<file path="config.mk">
export PLATFORM = sky130hd
export DESIGN_NAME = psl_job_ctrl_mc
export DESIGN_NICKNAME = d
export VERILOG_FILES = /design/src/rtl/psl_job_pkg.sv /design/src/rtl/psl_reset_seq.sv /design/src/rtl/psl_job_ctrl_mc.sv
export SDC_FILE = /design/constraint.sdc
export NUM_CORES = 1
export LEC_CHECK = 0
export CELL_PAD_IN_SITES_DETAIL_PLACEMENT = 0
export CELL_PAD_IN_SITES_GLOBAL_PLACEMENT = 1
export CORE_MARGIN = 2
export CORE_UTILIZATION = 37
export CTS_CLUSTER_DIAMETER = 100
export DETAILED_ROUTE_END_ITERATION = 10
export PLACE_DENSITY_LB_ADDON = 0.12
export SETUP_SLACK_MARGIN = 0.2
export SLEW_MARGIN = 20
export SYNTH_ARGS = -nofsm -noshare
export SYNTH_HDL_FRONTEND = slang
export SYNTH_SLANG_ARGS = --single-unit
</file>
<file path="constraint.sdc">
create_clock -name ha_pclock -period 5.4 [get_ports ha_pclock]
set_input_delay 0.54 -clock ha_pclock [delete_from_list [all_inputs] [get_ports ha_pclock]]
set_output_delay 0.54 -clock ha_pclock [all_outputs]
set_load 0.05 [all_outputs]
</file>
<file path="src/rtl/psl_job_pkg.sv">
// psl_job_pkg: shared command codes, reset-sequencer states and jerror bit map.
package psl_job_pkg;
    localparam logic [7:0] CMD_START    = 8'h90;
    localparam logic [7:0] CMD_RESET    = 8'h80;
    localparam logic [7:0] CMD_TIMEBASE = 8'h42;
    localparam int ERR_JCOM_PAR = 0;
    localparam int ERR_JEA_PAR  = 1;
    localparam int ERR_ABORT    = 2;
    localparam int ERR_BUSY     = 3;
    localparam int ERR_ENG_LSB  = 8;
    typedef enum logic [2:0] {IDLE, QUIESCE, PRE, ASSERT, DONE} rst_state_t;
    function automatic int max3(input int a, input int b, input int c);
        return (a > b) ? ((a > c) ? a : c) : ((b > c) ? b : c);
    endfunction
endpackage

</file>
<file path="src/rtl/psl_reset_seq.sv">
// psl_reset_seq: quiesce, pre-reset wait, engine reset pulse and one-cycle done.
module psl_reset_seq
    import psl_job_pkg::*;
#(
    parameter int QUIESCE_CYCLES   = 1024,
    parameter int PRE_RST_CYCLES   = 4,
    parameter int RST_PULSE_CYCLES = 4
) (
    input  logic i_clk,
    input  logic i_rst_n,
    input  logic i_reset_cmd,
    output logic o_eng_rstb,
    output logic o_reset_done,
    output logic o_idle
);
    localparam int CW = $clog2(max3(QUIESCE_CYCLES, PRE_RST_CYCLES, RST_PULSE_CYCLES) + 1);
    localparam logic [CW-1:0] Q_LAST = CW'(QUIESCE_CYCLES - 1);
    localparam logic [CW-1:0] P_LAST = CW'(PRE_RST_CYCLES - 1);
    localparam logic [CW-1:0] A_LAST = CW'(RST_PULSE_CYCLES - 1);

    rst_state_t      r_state, w_next;
    logic [CW-1:0]   r_cnt, w_cnt_next;
    logic            r_rstb;

    always_comb begin
        w_next = r_state;
        case (r_state)
            QUIESCE: w_next = (r_cnt == Q_LAST) ? PRE : QUIESCE;
            PRE:     w_next = (r_cnt == P_LAST) ? ASSERT : PRE;
            ASSERT:  w_next = (r_cnt == A_LAST) ? DONE : ASSERT;
            default: w_next = IDLE;
        endcase
        if (i_reset_cmd) w_next = QUIESCE;
        w_cnt_next = (i_reset_cmd || w_next != r_state || r_state == IDLE) ? '0 : r_cnt + 1'b1;
    end

    always_ff @(posedge i_clk or negedge i_rst_n) begin
        if (!i_rst_n) begin
            r_state <= IDLE;
            r_cnt   <= '0;
            r_rstb  <= 1'b1;
        end else begin
            r_state <= w_next;
            r_cnt   <= w_cnt_next;
            r_rstb  <= (w_next != ASSERT);
        end
    end

    assign o_eng_rstb   = r_rstb;
    assign o_reset_done = (r_state == DONE);
    assign o_idle       = (r_state == IDLE);
endmodule

</file>
<file path="src/rtl/psl_job_ctrl_mc.sv">
// psl_job_ctrl_mc: PSL job command decode, multi-engine fan-out and jdone/jerror aggregation.
module psl_job_ctrl_mc
    import psl_job_pkg::*;
#(
    parameter logic [7:0] START_CMD    = CMD_START,
    parameter logic [7:0] RESET_CMD    = CMD_RESET,
    parameter logic [7:0] TIMEBASE_CMD = CMD_TIMEBASE,
    parameter int NUM_ENG          = 4,
    parameter int QUIESCE_CYCLES   = 1024,
    parameter int PRE_RST_CYCLES   = 4,
    parameter int RST_PULSE_CYCLES = 4,
    parameter int CHECK_PARITY     = 1
) (
    input  logic               ha_pclock,
    input  logic               CPU_RESETn,
    input  logic               ha_jval,
    input  logic [7:0]         ha_jcom,
    input  logic               ha_jcompar,
    input  logic [63:0]        ha_jea,
    input  logic               ha_jeapar,
    input  logic [7:0]         ha_croom,
    input  logic [NUM_ENG-1:0] eng_finished,
    input  logic [NUM_ENG-1:0] eng_abort,
    output logic               ah_jrunning,
    output logic               ah_jdone,
    output logic [63:0]        ah_jerror,
    output logic               ah_jcack,
    output logic               ah_jyield,
    output logic               ah_tbreq,
    output logic               ah_paren,
    output logic [63:0]        wed,
    output logic [7:0]         num_credits,
    output logic               eng_start,
    output logic               eng_rstb,
    output logic               reset_cmd_received
);
    logic               w_jcom_ok, w_jea_ok, w_start, w_tb, w_busy, w_start_ok;
    logic               w_rej_new, w_cmp_new, w_rst_done, w_seq_idle;
    logic               w_have_rd, w_have_rej, w_have_cmp, w_free;
    logic               w_sel_rd, w_sel_rej, w_sel_cmp;
    logic [63:0]        w_rej_err, w_cmp_err, w_rej_cand, w_cmp_cand;
    logic [NUM_ENG-1:0] w_fin_n, w_ab_n, r_fin, r_ab;
    logic               r_running, r_jdone, r_tbreq, r_eng_start;
    logic               r_pd_rd, r_pd_rej, r_pd_cmp;
    logic [63:0]        r_jerror, r_wed, r_pd_rej_err, r_pd_cmp_err;
    logic [7:0]         r_credits;

    psl_reset_seq #(
        .QUIESCE_CYCLES   (QUIESCE_CYCLES),
        .PRE_RST_CYCLES   (PRE_RST_CYCLES),
        .RST_PULSE_CYCLES (RST_PULSE_CYCLES)
    ) u_seq (
        .i_clk        (ha_pclock),
        .i_rst_n      (CPU_RESETn),
        .i_reset_cmd  (reset_cmd_received),
        .o_eng_rstb   (eng_rstb),
        .o_reset_done (w_rst_done),
        .o_idle       (w_seq_idle)
    );

    assign w_jcom_ok          = (CHECK_PARITY == 0) || ^{ha_jcom, ha_jcompar};
    assign w_jea_ok           = (CHECK_PARITY == 0) || ^{ha_jea, ha_jeapar};
    assign reset_cmd_received = ha_jval && ha_jcom == RESET_CMD;
    assign w_start            = ha_jval && ha_jcom == START_CMD;
    assign w_tb               = ha_jval && ha_jcom == TIMEBASE_CMD;
    assign w_busy             = r_running || !w_seq_idle;
    assign w_start_ok         = w_start && !w_busy && w_jcom_ok && w_jea_ok;
    assign w_rej_new          = (w_start && !w_start_ok)
                              || (ha_jval && !w_start && !w_tb && !reset_cmd_received && !w_jcom_ok);
    assign w_rej_err          = w_start ? ((64'(w_busy) << ERR_BUSY) | (64'(!w_jea_ok) << ERR_JEA_PAR)
                                           | (64'(!w_jcom_ok) << ERR_JCOM_PAR))
                                        : (64'd1 << ERR_JCOM_PAR);
    // engine inputs only count while a job is already running, so a Start cycle ignores them
    assign w_fin_n            = r_fin | eng_finished;
    assign w_ab_n             = r_ab | eng_abort;
    assign w_cmp_new          = r_running && !reset_cmd_received && (&w_fin_n || |w_ab_n);
    assign w_cmp_err          = (64'(w_ab_n) << ERR_ENG_LSB) | (64'(|w_ab_n) << ERR_ABORT);

    assign w_have_rd  = w_rst_done || r_pd_rd;
    assign w_have_rej = !reset_cmd_received && (w_rej_new || r_pd_rej);
    assign w_have_cmp = !reset_cmd_received && (w_cmp_new || r_pd_cmp);
    assign w_free     = !r_jdone;
    assign w_sel_rd   = w_free && w_have_rd;
    assign w_sel_rej  = w_free && !w_have_rd && w_have_rej;
    assign w_sel_cmp  = w_free && !w_have_rd && !w_have_rej && w_have_cmp;
    assign w_rej_cand = r_pd_rej ? r_pd_rej_err : w_rej_err;
    assign w_cmp_cand = r_pd_cmp ? r_pd_cmp_err : w_cmp_err;

    always_ff @(posedge ha_pclock or negedge CPU_RESETn) begin
        if (!CPU_RESETn) begin
            r_running    <= 1'b0;
            r_jdone      <= 1'b0;
            r_jerror     <= '0;
            r_tbreq      <= 1'b0;
            r_eng_start  <= 1'b0;
            r_wed        <= '0;
            r_credits    <= '0;
            r_fin        <= '0;
            r_ab         <= '0;
            r_pd_rd      <= 1'b0;
            r_pd_rej     <= 1'b0;
            r_pd_cmp     <= 1'b0;
            r_pd_rej_err <= '0;
            r_pd_cmp_err <= '0;
        end else begin
            r_running    <= (reset_cmd_received || w_cmp_new) ? 1'b0 : (w_start_ok || r_running);
            r_eng_start  <= w_start_ok;
            r_tbreq      <= w_tb && w_jcom_ok;
            r_jdone      <= w_sel_rd || w_sel_rej || w_sel_cmp;
            r_jerror     <= w_sel_rej ? w_rej_cand : (w_sel_cmp ? w_cmp_cand : '0);
            r_pd_rd      <= w_have_rd && !w_sel_rd;
            // a fresh event arriving while the held one issues takes over the pending slot
            r_pd_rej     <= w_have_rej && (!w_sel_rej || (r_pd_rej && w_rej_new));
            r_pd_cmp     <= w_have_cmp && (!w_sel_cmp || (r_pd_cmp && w_cmp_new));
            r_pd_rej_err <= (r_pd_rej && !w_sel_rej) ? r_pd_rej_err : w_rej_err;
            r_pd_cmp_err <= (r_pd_cmp && !w_sel_cmp) ? r_pd_cmp_err : w_cmp_err;
            if (w_start_ok) begin
                r_wed     <= ha_jea;
                r_credits <= ha_croom;
                r_fin     <= '0;
                r_ab      <= '0;
            end else if (r_running) begin
                r_fin <= w_fin_n;
                r_ab  <= w_ab_n;
            end
        end
    end

    assign ah_jrunning = r_running;
    assign ah_jdone    = r_jdone;
    assign ah_jerror   = r_jerror;
    assign ah_jcack    = 1'b0;
    assign ah_jyield   = 1'b0;
    assign ah_tbreq    = r_tbreq;
    assign ah_paren    = (CHECK_PARITY != 0);
    assign wed         = r_wed;
    assign num_credits = r_credits;
    assign eng_start   = r_eng_start;
endmodule

</file>
**Word level (Yosys, flattened, before mapping)**

Cells that the tools add are included.

- Bits of input ports: 93
- Output and inout port bits: 145
- Logic and storage cells: 112
- Bits in registers: 294

- Muxes and demuxes: 16
- Reduce and logical (&&, ||, !) cells: 62
- Equality and inequality tests: 11
- Add/sub/neg operators: 1
- Bitwise logic cells: 5

Operators with widths:

| kind | count |
|---|---|
| 64-bit two-way mux | 4 |
| 65-bit XOR reduction | 1 |
| 1-bit logical AND | 28 |
| 4-bit two-way mux | 5 |
| 8-bit equality test, second input constant | 2 |
| 1-bit logical NOT | 14 |
| 1-bit logical OR | 14 |
| 12-bit by 3-bit bitwise OR with 12-bit output | 1 |
| 11-bit by 1-bit adder with 11-bit output, second input constant | 1 |
| 11-bit by 10-bit equality test with 1-bit output, second input constant | 1 |
| 11-bit by 2-bit equality test with 1-bit output, second input constant | 1 |
| 11-bit two-way mux | 1 |
| 3-bit one-hot mux with 3 select lines | 1 |
| 9-bit XOR reduction | 1 |
| 8-bit by 7-bit equality test with 1-bit output, second input constant | 1 |
| 4-bit bitwise OR | 2 |
| 3-bit by 2-bit equality test with 1-bit output, second input constant | 2 |
| 3-bit two-way mux | 2 |
| 4-bit by 1-bit bitwise OR with 4-bit output | 1 |
| 4-bit by 2-bit bitwise OR with 4-bit output | 1 |
| 4-bit AND reduction | 1 |
| 4-bit OR reduction | 1 |
| 3-bit by 1-bit equality test with 1-bit output, second input constant | 1 |
| 3-bit equality test, second input constant | 1 |
| 6 further kinds | 7 |

**Depth between registers and ports, before layout**

Gate-level depths: netlist of run 1.

- Depth after elaboration: 18
- Mapped depth: 10
- Gate-level depth less buffers: 9

**Cells and area by module**

Synthesis of run 1 repeated with hierarchy kept, for this count alone.

- Cells, all modules: 646
- Area, all modules: 5911.9 µm²

By module, submodules not included:

| module | cells an instance | sequential area each (µm²) | instances | area each (µm²) |
|---|---|---|---|---|
| psl_job_ctrl_mc | 572 | 2577.5 | 1 | 5153.7 |
| psl_reset_seq | 74 | 376.6 | 1 | 758.2 |

**Worst setup path before layout of run 1**

No wires, ideal clock.

- Path type: input to register
- From: input port ha_jea[53]
- To: register r_credits[7], in the netlist num_credits[7]
- Stages: 10
- Slack: 2.692 ns
- Path buffers: 2
- Required time: 5.275 ns
- Library setup time: 0.125 ns
- Arrival time: 2.583 ns
- Path through: xor2_1 -> xnor2_1 -> xnor2_1 -> xnor2_1 -> xnor3_2 -> xnor2_4 -> nand3_1 -> buf_6 -> buf_6 -> mux2_4

- Cells in the longest elaborated chain, start to end: 2

RTL lines:

| what | line | text |
|---|---|---|
| start, declared | psl_job_ctrl_mc.sv:19 | `input logic [63:0] ha_jea,` |
| 65-bit XOR reduction | psl_job_ctrl_mc.sv:62 | `assign w_jea_ok = (CHECK_PARITY == 0) \|\| ^{ha_jea, ha_jeapar};` |
| 1-bit logical AND | psl_job_ctrl_mc.sv:67 | `assign w_start_ok = w_start && !w_busy && w_jcom_ok && w_jea_ok;` |
| end signal, assigned | psl_job_ctrl_mc.sv:119 | `r_credits <= ha_croom;` |
| end, declared | psl_job_ctrl_mc.sv:46 | `logic [7:0] r_credits;` |

Every way passes these cells.
A chain may end at the register's enable or synchronous reset.

**Final worst setup path of run 1**

- From: input port ha_jea[60]
- To: register r_wed[30], in the netlist wed[30]

- Cells in the longest elaborated chain, start to end: 2

RTL lines:

| what | line | text |
|---|---|---|
| 65-bit XOR reduction | psl_job_ctrl_mc.sv:62 |  |
| 1-bit logical AND | psl_job_ctrl_mc.sv:67 |  |
| end signal, assigned | psl_job_ctrl_mc.sv:118 | `r_wed <= ha_jea;` |
| end, declared | psl_job_ctrl_mc.sv:45 | `logic [63:0] r_jerror, r_wed, r_pd_rej_err, r_pd_cmp_err;` |

Every way passes these cells.

==> summary.md, run 1 <==
| Metric | Value |
|---|---|
| Share of the synthesized netlist area taken by xor and xnor gates | 0.122 |
| Cell Area, Placed | roughly 0.008 mm^2 |
| Slew @ Worst Pin | ~0.95 ns |
| Synth area leaders | dfrtp_1, mux2_4, xnor2_1, buf_4, mux2_2 |
| Post-Synth Simple-Gate Area | 0.0696 |
| Worst-path clk slew | around 0.050 ns |
| Crit Path Category | in -> reg |
| Adder-cell share of the synthesized area | 0.00206 |
| Run status | finished clean |
| FF-to-FF setup slack | roughly 2.3 ns |
| Fraction of layout cells with a size suffix above 1 | 0.169 |
| Largest area contributor in the netlist | dfrtp_1 |
| Detailed Place HPWL | ~10 mm |
| Relative slew margins | 0.369 |
| Sequential area share after synthesis | 0.486 |
| Crit path cell chain | clkdlybuf4s50_1 -> xor2_1 -> xnor2_1 -> xnor2_1 -> xnor2_1 -> xnor3_2 -> xnor2_4 -> nand3_4 -> buf_4 -> mux2_4 |
| Top FF cell, synth | dfrtp_1 |
| Hold-fix buffers at CTS | 0 |
| PD cells | roughly 390 mW/mm^2 |
| Area share of the largest cell type after synthesis | 0.482 |
| Period utilisation layout | 0.720 |
| Post-route setup slack | about 1.5 ns |
| CTS resizes | 0 |
| Synth Area in Compound Gates | 0.0414 |
| Clock root buffer | clkbuf_16 |
| Total Negative Setup Slacks | 0 ns |
| Max Slew Vio Count | 0 |
| Total number of vias | 4025 |
| DR iter-0 viols | 171 |
| Worst-Skew Late Latency | about 0.41 ns |
| Seq cells post-synth | 118 |
| Clock buffer depth | 2 |
| FFs w/ async S/R, synth | 1.00 |
| CP max stage cell | nand3_4 |
| Die Wd | between 100 and 150 um |
| CP arrival | between 4 and 5 ns |
| Total track usage | 0.169 |
| Area Overhead vs Synth | 39.5% |
| Final setup violation count | 0 |
| Worst r2r dst | wed[30]$_DFFE_PN0N_ |
| Post-synthesis cell area | just over 0.006 mm^2 |
| DRC viols | 0 |
| RSZ-0062 raised after global routing | no |
| Num Clock Sinks | 118 |
| Worst Path Required | around 5.7 ns |
| First-pass GRT wire length | ~23 mm |
| Initial antenna violation count | 0 |
| Die height | about 130 um |
| CORE AREA | approximately 0.016 mm^2 |
| Max-cap violation count | 0 |
| Mean post-synth cell area | ~12 um^2 |
| CTS tree | yes |
| Final hold vios | 0 |
| # IOs | between 200 and 250 |
| Crit path time final | between 3 and 4 ns |
| Crit Reg-Reg Startpoint | ah_jrunning$_DFF_PN0_ |
| Crit path buffers/inverters | 2 |
| Number of synthesized flops with an enable pin | 0 |
| Vias per cell | ~4.4 |
| Ys Warns | 0 |
| Final ANT Viol Nets | 0 |
| Post-CTS setup buffer count | 0 |
| Vias in the first global route | roughly 4400 |
| Crit start category | primary input |
| First-pass iteration count of the detailed router | 4 |
| Cells after Synth | approximately 490 |
| Final Util | 0.531 |
| H-tree Lvls | 4 |
| Most used cell, CP | xnor2_1 |
| Final Cell Area | 0.00847 mm^2 |
| GRT overflow | 0 |
| DRT Wirelength | 14.3 mm |
| Ant diodes | 0 |
| Mux contribution to synthesized area | 0.183 |
| Filler Cells Inserted | 1392 |
| Synth cell types | 44 |
| WL/cell | 15.8 um |
| Pre-CTS WS | slightly above 1 ns |
| Hold Crit Class | in -> async |
| Crit path max-delay family | XOR/XNOR gates |
| Total CTS buffers | 17 |
| R2R cell count | 4 |
| Initial core utilization | 0.381 |
| CP max stage delay | ~0.70 ns |
| Buffers on Ports | between 150 and 200 |
| NumNets Final | roughly 770 |
| Fmax | between 200 and 300 MHz |
| Leakage power | 3.97 nW |
| Cell row count | 46 |
| Critical path capture point type | flop |
| Die area | 0.0175 mm^2 |
| Maximum net fanout on the critical path | 44 |
| VDD IR max | approximately 0.22 mV |
| Global placer's final weighted congestion | approximately 0.75 |
| Largest net degree at the start of global routing | 74 |
| Clk_skew | 0.00893 ns |
| Largest family of logic cells by synthesized area | multiplexers |
## registers in the layout, indices dropped and copies added (netlist names), 3 cells and up
register,cells
wed,64
num_credits,8
r_ab,4
r_pd_rej_err,3
u_seq.r_cnt,11
u_seq.r_state,3
r_pd_cmp_err,5
ah_jerror,8
r_fin,4
## Yosys cell counts, types with 4 or more instances
cell and count:
nand2_1 13, nor2_1 39, inv_1 6, clkbuf_1 5
xor2_1 12, mux2i_1 4, mux2_4 60, xnor2_1 67
a21oi_1 19, mux2_2 14, buf_6 7, nand3_1 10
nor3b_1 5, dfrtp_1 117, buf_4 59, o21ai_0 11
## logic make-up after synthesis
logic type,count (synthesis)
DFF,118
and+or+nand+nor,89
xor gates and xnor gates,81
muxes,79
buffers and inverters,79
AOI/OAI and AO/OA,43
other,2
adders and majority gates,1
## per-layer routing
metal  up-vias  part of all wire  GRT usage
met4         0             0.013     0.0562
met5         -                 0          0
met3        17             0.094     0.0773
met1      1969              0.40      0.197
li1       1901                 -          -
met2       138              0.49      0.275
## worst reg2reg max path, stage by stage (launching register included)
cell	delay [ns]
dfrtp_1	0.55
nor4_1	0.70
nand3_4	0.88
buf_4	0.52
mux2_4	0.33
## cell usage in the layout (no fill, tap or decap), types with 13 or more instances in the layout
master             n
clkdlybuf4s50_1  177
dfrtp_1          117
xnor2_1           67
mux2_4            60
conb_1            59
nor2_1            39
a21oi_1           19
clkbuf_16         17
mux2_2            14
nand2_1           13
## how the worst max path moves through the flow
stage | cells past startpoint | end | startpoint | slack [ns]
after floorplan | 10 | num_credits[7]$_DFFE_PN0N_ | ha_jea[53] | 2.69
after global placement | 10 | wed[34]$_DFFE_PN0N_ | ha_jea[60] | 1.11
after detailed placement | 10 | wed[27]$_DFFE_PN0N_ | ha_jea[53] | 1.04
after CTS | 10 | wed[30]$_DFFE_PN0N_ | ha_jea[60] | 1.45
after global routing | 10 | wed[30]$_DFFE_PN0N_ | ha_jea[53] | 1.30
final | 10 | wed[30]$_DFFE_PN0N_ | ha_jea[60] | 1.51
## metrics by stage
stage / hold WS (ns) / instances / total power [mW]
finish: 0.261 / 907 / 3.33
global route: 0.340 / 907 / 3.47
CTS: 0.306 / 907 / 3.36
detailed placement: 0.479 / 875 / 2.14
global placement: 0.470 / 875 / 2.13
floorplan: 0.244 / 549 / 1.84
## power by group
group	internal, mW	switching (mW)	leakage (nW)
logic	0.438	0.639	2.05
registers	0.980	0.0709	1.61
clock network	0.808	0.393	0.300
## layout make-up
cell class	count	area (um^2)	share of cell area
Inverter	7	26.3	0.00310
Timing Repair Buffer	182	1820	0.215
Clock inverter	8	145	0.0171
Tap cell	216	270	0.0319
Clock buffer	24	482	0.0569
Multi-Input combinational cell	352	2770	0.327
Sequential cell	118	2950	0.349
Note: power is estimated with default switching activity, not from simulation.
==> run 2: changes to the inputs <==
CORE_UTILIZATION = 34   (was 37)
clock period = 3.95 ns   (was 5.4 ns; I/O delays follow)
==> summary.md, run 2 (synthesis results as in run 1) <==
| Metric | Value |
|---|---|
| Run status | finished clean |
| Fmax | 309 MHz |
| CTS tree | yes |
| Comb power frac | 0.324 |
| Clock power frac | 0.356 |
| Clock buffer depth | 2 |
| Total power | roughly 4.5 mW |
| Detailed Place HPWL | 10.6 mm |
| Worst-path clk slew | 0.05 ns |
| Hold Crit Class | in -> async |
| CTS resizes | 0 |
| Worst Path Required | 3.56 ns |
| Max-cap violation count | 0 |
| Pre-CTS WS | 0.350 ns |
| Crit path time final | about 3.2 ns |
| Max Slew Vio Count | 0 |
| First-pass GRT wire length | ~22 mm |
| Leakage power | between 4 and 5 nW |
| Vias in the first global route | around 4300 |
| Slew @ Worst Pin | between 0.8 and 0.9 ns |
| CP Launch Point | ha_jcom[0] |
| Post-CTS setup buffer count | 0 |
| Grt met2 use | 0.246 |
| Buffers on Ports | 178 |
| Global route hottest layer | met2 |
| Die area | about 0.019 mm^2 |
| WL/cell | around 15 um |
| Worst-Skew Late Latency | 0.41 ns |
| Global routing usage on met1 | 0.179 |
| Total Negative Setup Slacks | 0 ns |
| Largest register FFs | 64 |
| Most frequent cells in the layout | clkdlybuf4s50_1, dfrtp_1, xnor2_1 |
| CORE AREA | about 0.017 mm^2 |
| Multi-input logic area | between 0.002 and 0.003 mm^2 |
| Sw power | 1.48 mW |
| Initial antenna violation count | 0 |
| Crit start category | primary input |
| Filler Cells Inserted | 1550 |
| VDD IR max | 0.309 mV |
| Total CTS buffers | 17 |
| CP arrival | 2.84 ns |
| Clk_skew | about 0.0066 ns |
| DRT Wirelength | about 14 mm |
| Clock root buffer | clkbuf_16 |
| Cell row count | 48 |
| Relative slew margins | 0.427 |
| Num Clock Sinks | 118 |
| H-tree Lvls | 4 |
| Final setup violation count | 0 |
| Min Hold Slack | around 0.096 ns |
| Seq pwr share | 0.320 |
| Internal power | between 3 and 4 mW |
| Die height | 138 um |
| Final Util | 0.492 |
| Vias per cell | roughly 4.4 |
| Final hold vios | 0 |
| Cell Area, Placed | between 0.007 and 0.008 mm^2 |
| RSZ-0062 raised after global routing | no |
| Period utilisation layout | 0.820 |
| Met3 global-route usage | 0.0780 |
| Area Overhead vs Synth | 40.7% |
| Final ANT Viol Nets | 0 |
| Placed Cells incl. Taps | between 800 and 900 |
| Global placer's final weighted congestion | between 0.7 and 0.8 |
| Most common cell after layout, fill and taps aside | clkdlybuf4s50_1 |
| Initial core utilization | 0.350 |
| # IOs | ~240 |
| Post-route setup slack | about 0.71 ns |
| Final Cell Area | ~0.0085 mm^2 |
| Crit Path Category | in -> out |
| Register Area | 0.00295 mm^2 |
| Crit Reg-Reg Startpoint | ah_jrunning$_DFF_PN0_ |
| DRC viols | 0 |
| Critical path capture point type | output pin |
| PD cells | 525 mW/mm^2 |
| Total track usage | 0.154 |
| Ant diodes | 0 |
| Largest net degree at the start of global routing | 68 |
| GRT overflow | 0 |
| Hold-fix buffers at CTS | 0 |
| Fraction of layout cells with a size suffix above 1 | 0.177 |
| Non-Filler Instances | just over 900 |
| First-pass iteration count of the detailed router | 4 |
| Die Wd | around 140 um |
| NumNets Final | 776 |
| Total number of vias | roughly 4000 |
| Switch share | 0.330 |
| DR iter-0 viols | between 100 and 150 |
| Maximum net fanout on the critical path | 5 |
## run 2: cell count changes in the layout (fill, tap and decap cells not counted)
| cell | change |
|---|---|
| buf_12 | +3 |
| clkinv_2 | +1 |
| buf_4 | +1 |
| clkbuf_8 | +2 |
| clkbuf_1 | -3 |
| bufinv_16 | -1 |
## run 2: critical path, cell delays in order
cell             delay (ns)
clkdlybuf4s50_1        0.44
nor4_1                 0.34
buf_4                  0.20
nand3_1                0.06
or2_2                  0.33
inv_1                  0.22
clkdlybuf4s50_1        0.85
## run 2: metal layers
layer	share of wire	wire length (um)
met5	0	0
met4	0.010	146
met3	0.10	1420
met2	0.48	6810
met1	0.41	5720
## run 2: final cells by class
cell class                      instances  area share
Sequential cell                       118       0.346
Multi-Input combinational cell        352       0.325
Timing Repair Buffer                  186       0.221
Clock buffer                           23      0.0583
Tap cell                              225      0.0330
Clock inverter                          8      0.0141
Inverter                                7     0.00308
## run 2: final timing paths
kind,end,depth (start not counted),slack [ns]
worst max-delay path,reset_cmd_received,7,0.71
worst min-delay path,u_seq.r_cnt[0]$_DFF_PN0_,1,0.1
worst max register to register,r_pd_cmp_err[2]$_DFFE_PN0N_,5,1.31
worst min register to register,r_fin[3]$_DFFE_PN0P_,2,0.50
max in group asynchronous,u_seq.o_eng_rstb$_DFF_PN1_,2,2.93
min in group ha_pclock,r_fin[3]$_DFFE_PN0P_,2,0.50
## run 2: power groups by stage
stage               clock, mW  sequential (mW)  combinational [mW]
global placement            0             1.45                1.46
finish                   1.60             1.44                1.45
floorplan                   0             1.72               0.795
global route             1.70             1.46                1.55
detailed placement          0             1.45                1.47
CTS                      1.64             1.44                1.47
